**src/rtl/div64x32_seq.sv**
```systemverilog
// Sequential radix-2 restoring divider: 64-bit / 32-bit unsigned, 32-bit quotient and remainder.
// Start/busy handshake; exceptions (divide-by-zero, quotient overflow) resolve in two busy cycles.
module div64x32_seq (
   input  logic        clk,
   input  logic        reset,
   input  logic        start,
   input  logic [63:0] dividend,
   input  logic [31:0] divisor,
   output logic        busy,
   output logic [31:0] quotient,
   output logic [31:0] remainder,
   output logic        div_by_zero,
   output logic        overflow
);

   // RESULT publishes the outputs; DONE is the trailing busy cycle before returning to IDLE.
   typedef enum logic [1:0] {IDLE, RUN, RESULT, DONE} state_t;

   state_t      state_q;
   logic [32:0] rem_q;
   logic [31:0] quo_q;
   logic [31:0] dvs_q;
   logic [4:0]  cnt_q;
   logic        dz_q;
   logic        ovf_q;

   logic [32:0] shift_r;
   logic [32:0] rem_d;
   logic [31:0] quo_d;
   logic        exc_dz;
   logic        exc_ovf;

   always_comb begin
      shift_r = {rem_q[31:0], quo_q[31]};
      rem_d   = shift_r;
      quo_d   = {quo_q[30:0], 1'b0};
      if (shift_r >= {1'b0, dvs_q}) begin
         rem_d    = shift_r - {1'b0, dvs_q};
         quo_d[0] = 1'b1;
      end
   end

   assign exc_dz  = (divisor == 32'd0);
   assign exc_ovf = !exc_dz && (dividend[63:32] >= divisor);

   always_ff @(posedge clk) begin
      if (reset) begin
         state_q     <= IDLE;
         busy        <= 1'b0;
         quotient    <= 32'd0;
         remainder   <= 32'd0;
         div_by_zero <= 1'b0;
         overflow    <= 1'b0;
         rem_q       <= 33'd0;
         quo_q       <= 32'd0;
         dvs_q       <= 32'd0;
         cnt_q       <= 5'd0;
         dz_q        <= 1'b0;
         ovf_q       <= 1'b0;
      end else begin
         case (state_q)
            IDLE: begin
               if (start) begin
                  dvs_q   <= divisor;
                  quo_q   <= dividend[31:0];
                  rem_q   <= {1'b0, dividend[63:32]};
                  cnt_q   <= 5'd0;
                  dz_q    <= exc_dz;
                  ovf_q   <= exc_ovf;
                  busy    <= 1'b1;
                  state_q <= (exc_dz || exc_ovf) ? RESULT : RUN;
               end
            end
            RUN: begin
               rem_q <= rem_d;
               quo_q <= quo_d;
               cnt_q <= cnt_q + 5'd1;
               if (cnt_q == 5'd31) state_q <= RESULT;
            end
            RESULT: begin
               // quo_q still holds dividend[31:0] on the divide-by-zero path
               if (dz_q) begin
                  quotient  <= 32'hFFFF_FFFF;
                  remainder <= quo_q;
               end else if (ovf_q) begin
                  quotient  <= 32'hFFFF_FFFF;
                  remainder <= 32'd0;
               end else begin
                  quotient  <= quo_q;
                  remainder <= rem_q[31:0];
               end
               div_by_zero <= dz_q;
               overflow    <= ovf_q;
               state_q     <= DONE;
            end
            DONE: begin
               busy    <= 1'b0;
               state_q <= IDLE;
            end
            default: begin
               busy    <= 1'b0;
               state_q <= IDLE;
            end
         endcase
      end
   end

endmodule
```
**config.mk**
```make
export PLATFORM = sky130hd
export DESIGN_NAME = div64x32_seq
export DESIGN_NICKNAME = d
export VERILOG_FILES = /design/src/rtl/div64x32_seq.sv
export SDC_FILE = /design/constraint.sdc
export NUM_CORES = 1
export LEC_CHECK = 0
export CAP_MARGIN = 20
export CORE_ASPECT_RATIO = 0.9
export CORE_UTILIZATION = 29
export DETAILED_ROUTE_END_ITERATION = 10
export GPL_TIMING_DRIVEN = 0
export HOLD_SLACK_MARGIN = 0.08
export SYNTH_ARGS = -nofsm -noshare
export SYNTH_HDL_FRONTEND = slang
export SYNTH_SLANG_ARGS = --single-unit
```
**constraint.sdc**
```tcl
create_clock -name clk -period 2.47 [get_ports clk]
set_input_delay 0.494 -clock clk [delete_from_list [all_inputs] [get_ports clk]]
set_output_delay 0.494 -clock clk [all_outputs]
set_load 0.02 [all_outputs]
```
==> implementation parameters, run 1 <==
Parameter                              Value

Run status
  Result of the run    complete, but fails checks
  Failing checks    negative setup slack

Timing
  Worst clock skew    around 0.011 ns
  Peak Freq    around 350 MHz
  Worst hold slack    about 0.32 ns
  RSZ-0062 raised after global routing    yes
  Fin crit period    around 2.8 ns
  Final slew viol count    0
  Transition time at the pin with the least slew margin    0.876 ns
  Worst Setup Slack, final    -0.348 ns
  Worst slew slack as a fraction of its limit    0.416
  Fraction of the cycle the final worst path needs    1.14
  Count of endpoints failing hold in the final timing report    0
  Final TNS setup    -4.87 ns
  Setup violators final    33

Route
  Met2 wire length    17.3 mm
  Violation count after the first detailed-route iteration    893
  Ratio of routed vias to standard cells    5.38
  Number of optimization iterations in the first detailed-route pass    6
  Met1 Wirelength    between 15 and 20 mm
  Post-route DRC violation count    0
  Post-DR wirelength/cell    20.2 microns
  Vias    10100
  Routed length on met3    2.92 mm
  Routed Antenna Nets    0
  Top Layer Used    met5
  Overall routed net length    38.0 mm

Clock tree
  Worst-case clock buffer depth    2
  CTS tree    done
  Sink Count    about 170
  Number of H-tree levels    4
  Clock slew at reported path FFs    0.08 ns
  Clock latency on the worst-skew pair    0.44 ns
  Buffer cell driving the clock tree root    sky130_fd_sc_hd__clkbuf_16
  Cts bufs inserted    17

Min path
  Hold path startpoint    divisor[17]
  Type of the tightest min-delay check    in2reg

Synthesis
  Yosys cell types    60
  Post-synthesis average cell area    between 8 and 9 sq um
  Yosys warning count    0
  Mapped Nets    1388
  Primary flip-flop cell chosen by synthesis mapping    sky130_fd_sc_hd__dfxtp_1
  Yosys top cell by area    sky130_fd_sc_hd__dfxtp_1
  Share of the synthesized area in the top cell type    0.350
  Instance count of the mapped netlist    1218
  Most area-consuming cells after synthesis    sky130_fd_sc_hd__dfxtp_1, sky130_fd_sc_hd__ha_1, sky130_fd_sc_hd__a211oi_1
  Total of flip-flops plus latches after synthesis    172
  Total standard cell area after synthesis    0.00983 sq mm
  Part of the Yosys area used for sequential elements    0.350
  Async SR Flop Fraction    0
  Number of enable-type register cells in the synthesized netlist    0

Worst setup path
  Reg2reg end    rem_q[28]
  Worst setup endpoint    rem_q[28]
  Startpoint-to-endpoint class of the critical path    reg2reg
  Worst reg2reg path startpoint    quo_q[31]
  Data required time of the critical path    2.77 ns
  Startpoint Class    flip-flop
  Flop2flop setup slack    -0.35 ns
  Worst-case reg-to-reg path depth    14
  Arrival @ worst endpoint    3.12 ns
  CP Launch Point    quo_q[31]
  Type of element capturing the critical path    flip-flop
  Crit-path max FO    3

GRT
  Number of antenna violations at the first check in global routing    1
  Grt ovf    0
  Number of global-route vias before repair    9628
  Global-route wire length before repair    56.1 mm
  Pin count of the biggest net entering global routing    20
  Global Route Usage Sum    0.211

Place
  Post-detailed-placement half-perimeter wirelength    between 20 and 30 mm
  PortBufs    165
  RD Place Congestion    0.932
  Area after detailed placement    0.0120 sq mm
  Number of cells in the design after placement    1805
  Setup slack at placement    -1.47 ns

Layout
  Ratio of cells with drive above 1 in the final layout    0.184
  Utilization after layout    0.423
  Final standard cell area without fillers    about 0.014 sq mm
  Layout net count    1621
  Filler instances    3314
  Area overhead of the layout relative to synthesis    42.6%
  Final Instance Count excl. Fillers    1886
  Number of antenna cells inserted    0

Floorplan
  Starting density of the core    0.297
  DIE AREA    about 0.035 sq mm
  # IOs    166
  Area of the core region    0.0331 sq mm
  Height of the die    177 microns
  Cell Rows    63
  DIE WIDTH    196 microns

Pwr
  Leakage Power    5.46 nW
  Worst vdd rail ir drop    0.900 mV
  Power density cells    1620 mW/mm^2
  Post-layout total power    22.7 mW

Job
  Maximum Capacitance Violations    0
## critical path, cell delays in order (launching register included)
cell                       delay (ns)
sky130_fd_sc_hd__dfxtp_2         0.34
sky130_fd_sc_hd__inv_4           0.08
sky130_fd_sc_hd__ha_4            0.14
sky130_fd_sc_hd__inv_2           0.04
sky130_fd_sc_hd__fa_2            0.36
sky130_fd_sc_hd__a21o_1          0.20
sky130_fd_sc_hd__a311oi_2        0.24
sky130_fd_sc_hd__o21bai_2        0.12
sky130_fd_sc_hd__o211ai_1        0.18
sky130_fd_sc_hd__buf_4           0.17
sky130_fd_sc_hd__a21oi_4         0.08
sky130_fd_sc_hd__o41ai_4         0.27
sky130_fd_sc_hd__xor2_1          0.22
sky130_fd_sc_hd__o211ai_1        0.10
sky130_fd_sc_hd__nor4b_2         0.16
## worst min path at each step
stage,end,cells after the start
global route,dvs_q[17],3
CTS,dvs_q[1],3
global placement,dvs_q[11],2
finish,dvs_q[17],3
floorplan,dvs_q[10],2
detailed placement,dvs_q[7],2
## state kept, by name, summed over array words and instances, names as in the netlist
| register | count |
|---|---|
| dvs_q | 32 |
| quo_q | 32 |
| quotient | 32 |
| rem_q | 32 |
| remainder | 32 |
| cnt_q | 5 |
| state_q | 2 |
| busy | 1 |
| div_by_zero | 1 |
| dz_q | 1 |
| overflow | 1 |
| ovf_q | 1 |
## report_power, final
group          internal (mW)  leakage, nW  switching [mW]
clock                   1.38        0.292            1.41
sequential              3.92         1.43            1.19
combinational           6.84         3.74            7.92
## kinds of logic after synthesis
logic type	share of synthesized area
compound gates	0.257
simple gates	0.157
flops	0.350
buf+inv	0.0634
fa+ha+maj	0.0912
mux	0.0553
xor+xnor	0.0258
## cell type report
cell class | instances | area, sq um | share of cell area
Buffer | 79 | 358 | 0.0255
Clock buffer | 18 | 429 | 0.0306
Clock inverter | 14 | 175 | 0.0125
Inverter | 78 | 298 | 0.0212
Multi-Input combinational cell | 885 | 6620 | 0.472
Sequential cell | 172 | 3500 | 0.250
Tap cell | 422 | 528 | 0.0377
Timing Repair Buffer | 218 | 2110 | 0.150
## per-layer routing
layer	vias to the layer above	GRT usage
li1	4818	-
met1	4853	0.292
met2	423	0.331
met3	50	0.0467
met4	2	0.0501
met5	-	0
## cells in the final DEF (no fill, tap or decap), types with 8 or more instances in the layout
master | Yosys | final
sky130_fd_sc_hd__dfxtp_2 | 0 | 24
sky130_fd_sc_hd__a22oi_1 | 37 | 37
sky130_fd_sc_hd__clkbuf_16 | 0 | 18
sky130_fd_sc_hd__o21ai_1 | 4 | 10
sky130_fd_sc_hd__clkbuf_1 | 66 | 56
sky130_fd_sc_hd__xor2_1 | 13 | 12
sky130_fd_sc_hd__xnor2_1 | 16 | 15
sky130_fd_sc_hd__a211oi_1 | 99 | 96
sky130_fd_sc_hd__ha_4 | 0 | 25
sky130_fd_sc_hd__buf_6 | 1 | 10
sky130_fd_sc_hd__mux2i_1 | 52 | 50
sky130_fd_sc_hd__nand4_1 | 10 | 10
sky130_fd_sc_hd__o21ai_0 | 41 | 27
sky130_fd_sc_hd__a21o_1 | 25 | 25
sky130_fd_sc_hd__clkdlybuf4s50_1 | 0 | 125
sky130_fd_sc_hd__dlygate4sd2_1 | 0 | 28
sky130_fd_sc_hd__ha_1 | 70 | 35
sky130_fd_sc_hd__nand2_1 | 109 | 104
sky130_fd_sc_hd__clkbuf_2 | 0 | 11
sky130_fd_sc_hd__buf_1 | 11 | 9
sky130_fd_sc_hd__nor4_1 | 10 | 9
sky130_fd_sc_hd__dfxtp_1 | 172 | 140
sky130_fd_sc_hd__nor3_1 | 12 | 11
sky130_fd_sc_hd__ha_2 | 0 | 10
sky130_fd_sc_hd__o21ai_2 | 1 | 8
sky130_fd_sc_hd__o211ai_1 | 10 | 10
sky130_fd_sc_hd__nor2_1 | 167 | 164
sky130_fd_sc_hd__inv_1 | 78 | 69
sky130_fd_sc_hd__buf_4 | 2 | 40
sky130_fd_sc_hd__a21oi_1 | 95 | 80
sky130_fd_sc_hd__a21oi_2 | 2 | 14
sky130_fd_sc_hd__dfxtp_4 | 0 | 8
## cell usage after synthesis (all sizes together), types with 2 or more instances
library cell  number
ha                70
a211oi            99
a21oi             97
nand2b             6
a22oi             37
a211o              6
a21o              25
nand4             10
xor2              13
o21ai             47
a2111oi            2
o31ai              6
o21bai             8
nor2b              5
dfxtp            172
and3               9
nand2            109
or2                2
nor4              10
o22ai              2
inv               78
mux2               2
a311oi             2
a221oi             8
o211a              4
buf               17
mux2i             52
a21boi             2
o211ai            11
clkbuf            66
and2               7
nor3b              2
and4               3
nor2             167
a31oi              6
nand3              8
nor3              12
o21a               4
or3                7
xnor2             16
## timing repair
| item | in CTS | in global routing |
|---|---|---|
| setup endpoints to repair | 78 | 144 |
| setup buffers | 25 | 29 |
| pin swaps | 50 | 74 |
| resized for setup | 163 | 156 |
| gates cloned | 0 | 1 |
| hold buffers | 0 | 0 |
No activity file was read; power rests on OpenSTA's default activity.
==> run 2: changes to the inputs <==
--- a/config.mk
+++ b/config.mk
@@ -11,6 +11,7 @@
 export DETAILED_ROUTE_END_ITERATION = 10
 export GPL_TIMING_DRIVEN = 0
 export HOLD_SLACK_MARGIN = 0.08
+export SKIP_CTS_REPAIR_TIMING = 1
 export SYNTH_ARGS = -nofsm -noshare
 export SYNTH_HDL_FRONTEND = slang
 export SYNTH_SLANG_ARGS = --single-unit
==> implementation parameters, run 2 (synthesis gave the netlist of run 1 again) <==
Parameter                              Value

Timing
  RSZ-0062 raised after global routing    yes
  Worst slew slack as a fraction of its limit    0.453
  Worst hold slack    0.306 ns
  Fin crit period    3.04 ns
  Transition time at the pin with the least slew margin    between 0.8 and 0.9 ns
  Final slew viol count    0
  Final TNS setup    -9.64 ns
  Worst clock skew    0.0118 ns
  Worst Setup Slack, final    -0.570 ns
  Count of endpoints failing hold in the final timing report    0
  Setup violators final    36
  Fraction of the cycle the final worst path needs    1.23
  Peak Freq    329 MHz

Layout
  Most frequent standard cell in the layout excluding fill and tap cells    sky130_fd_sc_hd__nor2_1
  Most frequent cells in the layout    sky130_fd_sc_hd__nor2_1, sky130_fd_sc_hd__dfxtp_1, sky130_fd_sc_hd__clkdlybuf4s50_1
  Number of antenna cells inserted    0
  Ratio of cells with drive above 1 in the final layout    0.119
  Layout net count    1597
  Final standard cell area without fillers    between 0.01 and 0.015 sq mm
  Area overhead of the layout relative to synthesis    37.0%

Clock tree
  Clock latency on the worst-skew pair    0.44 ns
  Worst-case clock buffer depth    2
  Clock slew at reported path FFs    0.08 ns
  Sink Count    172
  Number of H-tree levels    4
  Buffer cell driving the clock tree root    sky130_fd_sc_hd__clkbuf_16
  Cts bufs inserted    17
  CTS tree    done

Worst setup path
  Startpoint-to-endpoint class of the critical path    reg2reg
  Worst reg2reg path startpoint    quo_q[31]
  Arrival @ worst endpoint    3.34 ns
  Reg2reg end    rem_q[28]
  Type of element capturing the critical path    flip-flop
  Crit-path max FO    3
  Worst-case reg-to-reg path depth    14
  Data required time of the critical path    2.77 ns
  CP Launch Point    quo_q[31]
  Startpoint Class    flip-flop
  Flop2flop setup slack    -0.57 ns

Floorplan
  DIE AREA    0.0346 sq mm
  DIE WIDTH    196 microns
  Area of the core region    approximately 0.033 sq mm
  # IOs    between 150 and 200
  Cell Rows    63
  Height of the die    177 microns
  Starting density of the core    0.297

Pwr
  Part of the power in combinational logic    0.626
  Int Power    11.1 mW
  Share of power burned in registers    0.241
  Sw Ratio    0.469
  Leakage Power    5.51 nW
  Psw    9.82 mW
  Power density cells    1550 mW/mm^2
  Proportion of power drawn by the clock network    0.133
  Worst vdd rail ir drop    0.605 mV

Route
  Overall routed net length    roughly 37 mm
  Routed Antenna Nets    0
  Post-DR wirelength/cell    roughly 20 microns
  Number of optimization iterations in the first detailed-route pass    8
  Vias    9916
  Violation count after the first detailed-route iteration    approximately 970
  Post-route DRC violation count    0
  Ratio of routed vias to standard cells    5.33

Run status
  Failing checks    negative setup slack
  Result of the run    complete, but fails checks

Place
  Area after detailed placement    0.0120 sq mm
  RD Place Congestion    around 0.93
  Setup slack at placement    -1.47 ns
  PortBufs    ~170
  Post-detailed-placement half-perimeter wirelength    28.0 mm

Min path
  Type of the tightest min-delay check    in2reg
  Endpoint of the worst hold-timing path    dvs_q[0]
  Hold path startpoint    divisor[0]
  Hold depth    3

GRT
  Global-route wire length before repair    54.4 mm
  Pin count of the biggest net entering global routing    20
  Number of global-route vias before repair    9333
  Number of antenna violations at the first check in global routing    1
  Grt ovf    0
  Global Route Usage Sum    0.204

Job
  Maximum Capacitance Violations    0
-- run 2: per-stage QoR --
step           total power [mW]  cells   util
2_1_floorplan              12.2   1218      -
3_3_place_gp               15.7   1805  0.363
3_5_place_dp               15.8   1805  0.363
4_1_cts                    18.6   1837  0.381
5_1_grt                    22.2   1862  0.407
6_report                   20.9   1862  0.407
-- run 2: how the worst max path moves through the flow --
stage | end | slack [ns] | cells past startpoint
2_1_floorplan | rem_q[28] | -0.12 | 13
3_3_place_gp | state_q[1] | -1.51 | 11
3_5_place_dp | state_q[1] | -1.47 | 11
4_1_cts | state_q[1] | -1.03 | 11
5_1_grt | rem_q[28] | -0.72 | 14
6_report | rem_q[28] | -0.57 | 14
-- run 2: power by group through the flow --
| stage | sequential [mW] | clock (mW) | combinational, mW |
|---|---|---|---|
| after global placement | 4.98 | 0 | 10.7 |
| after global routing | 5.18 | 2.90 | 14.2 |
| after floorplan | 5.12 | 0 | 7.08 |
| after detailed placement | 5.00 | 0 | 10.8 |
| after CTS | 4.94 | 2.79 | 10.9 |
| final | 5.05 | 2.77 | 13.1 |
-- run 2: cell type report --
cell class                      instances  area (sq um)
Buffer                                 81           373
Clock buffer                           18           429
Clock inverter                         14           175
Fill cell                            3402         19600
Inverter                               78           298
Multi-Input combinational cell        885          6210
Sequential cell                       172          3470
Tap cell                              422           528
Timing Repair Buffer                  192          1980
-- run 2: metal layers --
layer	global-route usage	wire, microns	vias up
met5	0	8	-
met4	0.0420	637	2
met3	0.0463	2900	48
met2	0.321	16300	396
met1	0.285	16800	4705
li1	-	-	4765
-- run 2: critical path, stage by stage (launching register included) --
cell and delay [ns]:
sky130_fd_sc_hd__dfxtp_4 0.36, sky130_fd_sc_hd__inv_4 0.08, sky130_fd_sc_hd__ha_4 0.14, sky130_fd_sc_hd__inv_2 0.04, sky130_fd_sc_hd__fa_2 0.37, sky130_fd_sc_hd__a21o_1 0.23
sky130_fd_sc_hd__a311oi_2 0.31, sky130_fd_sc_hd__o21bai_2 0.14, sky130_fd_sc_hd__o211ai_1 0.19, sky130_fd_sc_hd__buf_4 0.17, sky130_fd_sc_hd__a21oi_4 0.07, sky130_fd_sc_hd__o41ai_4 0.33
sky130_fd_sc_hd__xor2_1 0.22, sky130_fd_sc_hd__o211ai_1 0.11, sky130_fd_sc_hd__nor4b_2 0.16
==> run 3: changes to the inputs <==
==> constraint.sdc (replaced) <==
create_clock -name clk -period 2.47 [get_ports clk]
set_input_delay 0.741 -clock clk [delete_from_list [all_inputs] [get_ports clk]]
set_output_delay 0.741 -clock clk [all_outputs]
set_load 0.02 [all_outputs]
==> implementation parameters, run 3 (synthesis gave the netlist of run 1 again) <==
Parameter                              Value

Floorplan
  Starting density of the core    0.297
  # IOs    166
  Cell Rows    63
  Area of the core region    0.0331 sq mm
  DIE AREA    between 0.03 and 0.04 sq mm
  Height of the die    177 microns
  DIE WIDTH    approximately 200 microns

Worst setup path
  Arrival @ worst endpoint    3.42 ns
  Startpoint-to-endpoint class of the critical path    reg2reg
  Critical-path top delay cell    sky130_fd_sc_hd__fa_2
  Crit-path max FO    3
  Worst stage delay on the critical path    roughly 0.36 ns
  Flop2flop setup slack    -0.59 ns
  Type of element capturing the critical path    flip-flop
  Worst path top cell family by delay    compound AO/OA/AOI/OAI gates
  Critical path depth in cells    14
  WP buf/inv    3
  Cells traversed along the worst timing path    inv_4, ha_4, inv_2, fa_2, a21o_1, a311oi_2, o21bai_2, o211ai_1, buf_4, a21oi_4, o41ai_4, xor2_1, o211ai_1, nor4b_4
  Data required time of the critical path    2.83 ns
  Startpoint Class    flip-flop
  Cell seen most often among critical-path stages    sky130_fd_sc_hd__o211ai_1
  Worst-case reg-to-reg path depth    14
  Worst reg2reg path startpoint    quo_q[31]
  Reg2reg end    rem_q[28]

Route
  Vias    9843
  Post-DR wirelength/cell    19.8 microns
  Routed Antenna Nets    0
  Ratio of routed vias to standard cells    between 5 and 6
  Overall routed net length    about 37 mm
  Post-route DRC violation count    0
  Routed length on met3    2.64 mm
  Met2 wire length    16.3 mm
  Violation count after the first detailed-route iteration    about 730
  Met1 Wirelength    ~17 mm
  Number of optimization iterations in the first detailed-route pass    5
  Top Layer Used    met5

Pwr
  Sw Ratio    0.467
  Worst vdd rail ir drop    0.636 mV
  Power density cells    1560 mW/mm^2
  Leakage Power    5.61 nW
  Share of power burned in registers    0.236
  Int Power    roughly 11 mW
  Proportion of power drawn by the clock network    0.128
  Part of the power in combinational logic    0.637
  Psw    10.1 mW

Min path
  Endpoint of the worst hold-timing path    dvs_q[24]
  Hold depth    2
  Type of the tightest min-delay check    reg2reg
  Hold path startpoint    dvs_q[24]

Clock tree
  Number of H-tree levels    4
  CTS tree    done
  Clock slew at reported path FFs    0.08 ns
  Buffer cell driving the clock tree root    sky130_fd_sc_hd__clkbuf_16
  Sink Count    172
  Clock latency on the worst-skew pair    approximately 0.44 ns
  Worst-case clock buffer depth    2
  Cts bufs inserted    17

Layout
  Utilization after layout    0.416
  Ratio of cells with drive above 1 in the final layout    0.149
  Filler instances    3276
  Most frequent standard cell in the layout excluding fill and tap cells    sky130_fd_sc_hd__nor2_1
  Most frequent cells in the layout    sky130_fd_sc_hd__nor2_1, sky130_fd_sc_hd__dfxtp_1, sky130_fd_sc_hd__clkdlybuf4s50_1
  Area overhead of the layout relative to synthesis    40.2%
  Layout net count    1603
  Final Instance Count excl. Fillers    about 1900
  Number of antenna cells inserted    0

Timing
  Worst clock skew    ~0.011 ns
  Transition time at the pin with the least slew margin    ~0.83 ns
  Fraction of the cycle the final worst path needs    1.24
  RSZ-0062 raised after global routing    yes
  Worst Setup Slack, final    -0.590 ns
  Worst slew slack as a fraction of its limit    0.445
  Fin crit period    3.06 ns
  Setup violators final    37
  Final slew viol count    0
  Count of endpoints failing hold in the final timing report    0
  Peak Freq    327 MHz

Place
  Number of cells in the design after placement    1805
  PortBufs    about 170
  Post-detailed-placement half-perimeter wirelength    28.4 mm
  RD Place Congestion    0.938

GRT
  Pin count of the biggest net entering global routing    19
  Grt ovf    0
  Number of antenna violations at the first check in global routing    1
  Global Route Usage Sum    0.205
  Number of global-route vias before repair    roughly 9300
  Global-route wire length before repair    54.0 mm

Run status
  Result of the run    complete, but fails checks
  Failing checks    negative setup slack

Job
  Maximum Capacitance Violations    0
[run 3: layer usage]
metal  GRT usage  up-vias
met3      0.0353       48
met1       0.287     4679
li1            -     4768
met5           0        -
met2       0.320      346
met4      0.0599        2
[run 3: worst reg2reg max path, cell delays in order, from the launching register on]
cell and delay [ns]:
sky130_fd_sc_hd__dfxtp_2 0.35, sky130_fd_sc_hd__inv_4 0.08, sky130_fd_sc_hd__ha_4 0.13, sky130_fd_sc_hd__inv_2 0.04, sky130_fd_sc_hd__fa_2 0.36, sky130_fd_sc_hd__a21o_1 0.23
sky130_fd_sc_hd__a311oi_2 0.31, sky130_fd_sc_hd__o21bai_2 0.13, sky130_fd_sc_hd__o211ai_1 0.19, sky130_fd_sc_hd__buf_4 0.17, sky130_fd_sc_hd__a21oi_4 0.07, sky130_fd_sc_hd__o41ai_4 0.35
sky130_fd_sc_hd__xor2_1 0.12, sky130_fd_sc_hd__o211ai_1 0.23, sky130_fd_sc_hd__nor4b_4 0.22
[run 3: worst max-delay path by stage]
stage / start / slack, ns / to
after floorplan: divisor[0] / -0.13 / state_q[1]
after global placement: divisor[0] / -1.78 / state_q[1]
after detailed placement: divisor[0] / -1.78 / state_q[1]
after CTS: divisor[0] / -1.33 / state_q[1]
after global routing: quo_q[31] / -0.70 / rem_q[28]
final: quo_q[31] / -0.59 / rem_q[28]
[run 3: final cells by class]
cell class	count	area, sq um	area share
Sequential cell	172	3470	0.252
Timing Repair Buffer	199	2040	0.148
Clock buffer	18	439	0.0319
Buffer	80	385	0.0280
Multi-Input combinational cell	885	6460	0.469
Clock inverter	14	145	0.0105
Inverter	78	308	0.0223
Tap cell	422	528	0.0383
[run 3: power by group through the flow]
stage	Combinational, mW	Clock [mW]	Sequential, mW
floorplan	7.08	0	5.12
global placement	10.7	0	4.98
detailed placement	10.9	0	4.99
CTS	10.9	2.75	4.93
global route	14.7	2.86	5.20
finish	13.7	2.75	5.08
[run 3: per-stage QoR]
stage                     instance area, sq um  total power, mW  hold WS, ns  setup TNS [ns]  setup WS, ns
after floorplan                           9860             12.2        0.436          -0.280        -0.128
after global placement                   12000             15.7        0.444         -106.85         -1.78
after detailed placement                 12000             15.9        0.447         -112.40         -1.78
after CTS                                12600             18.6        0.457          -47.09         -1.33
after global routing                     13800             22.8        0.479          -13.04        -0.699
final                                    13800             21.5        0.456           -9.71        -0.590
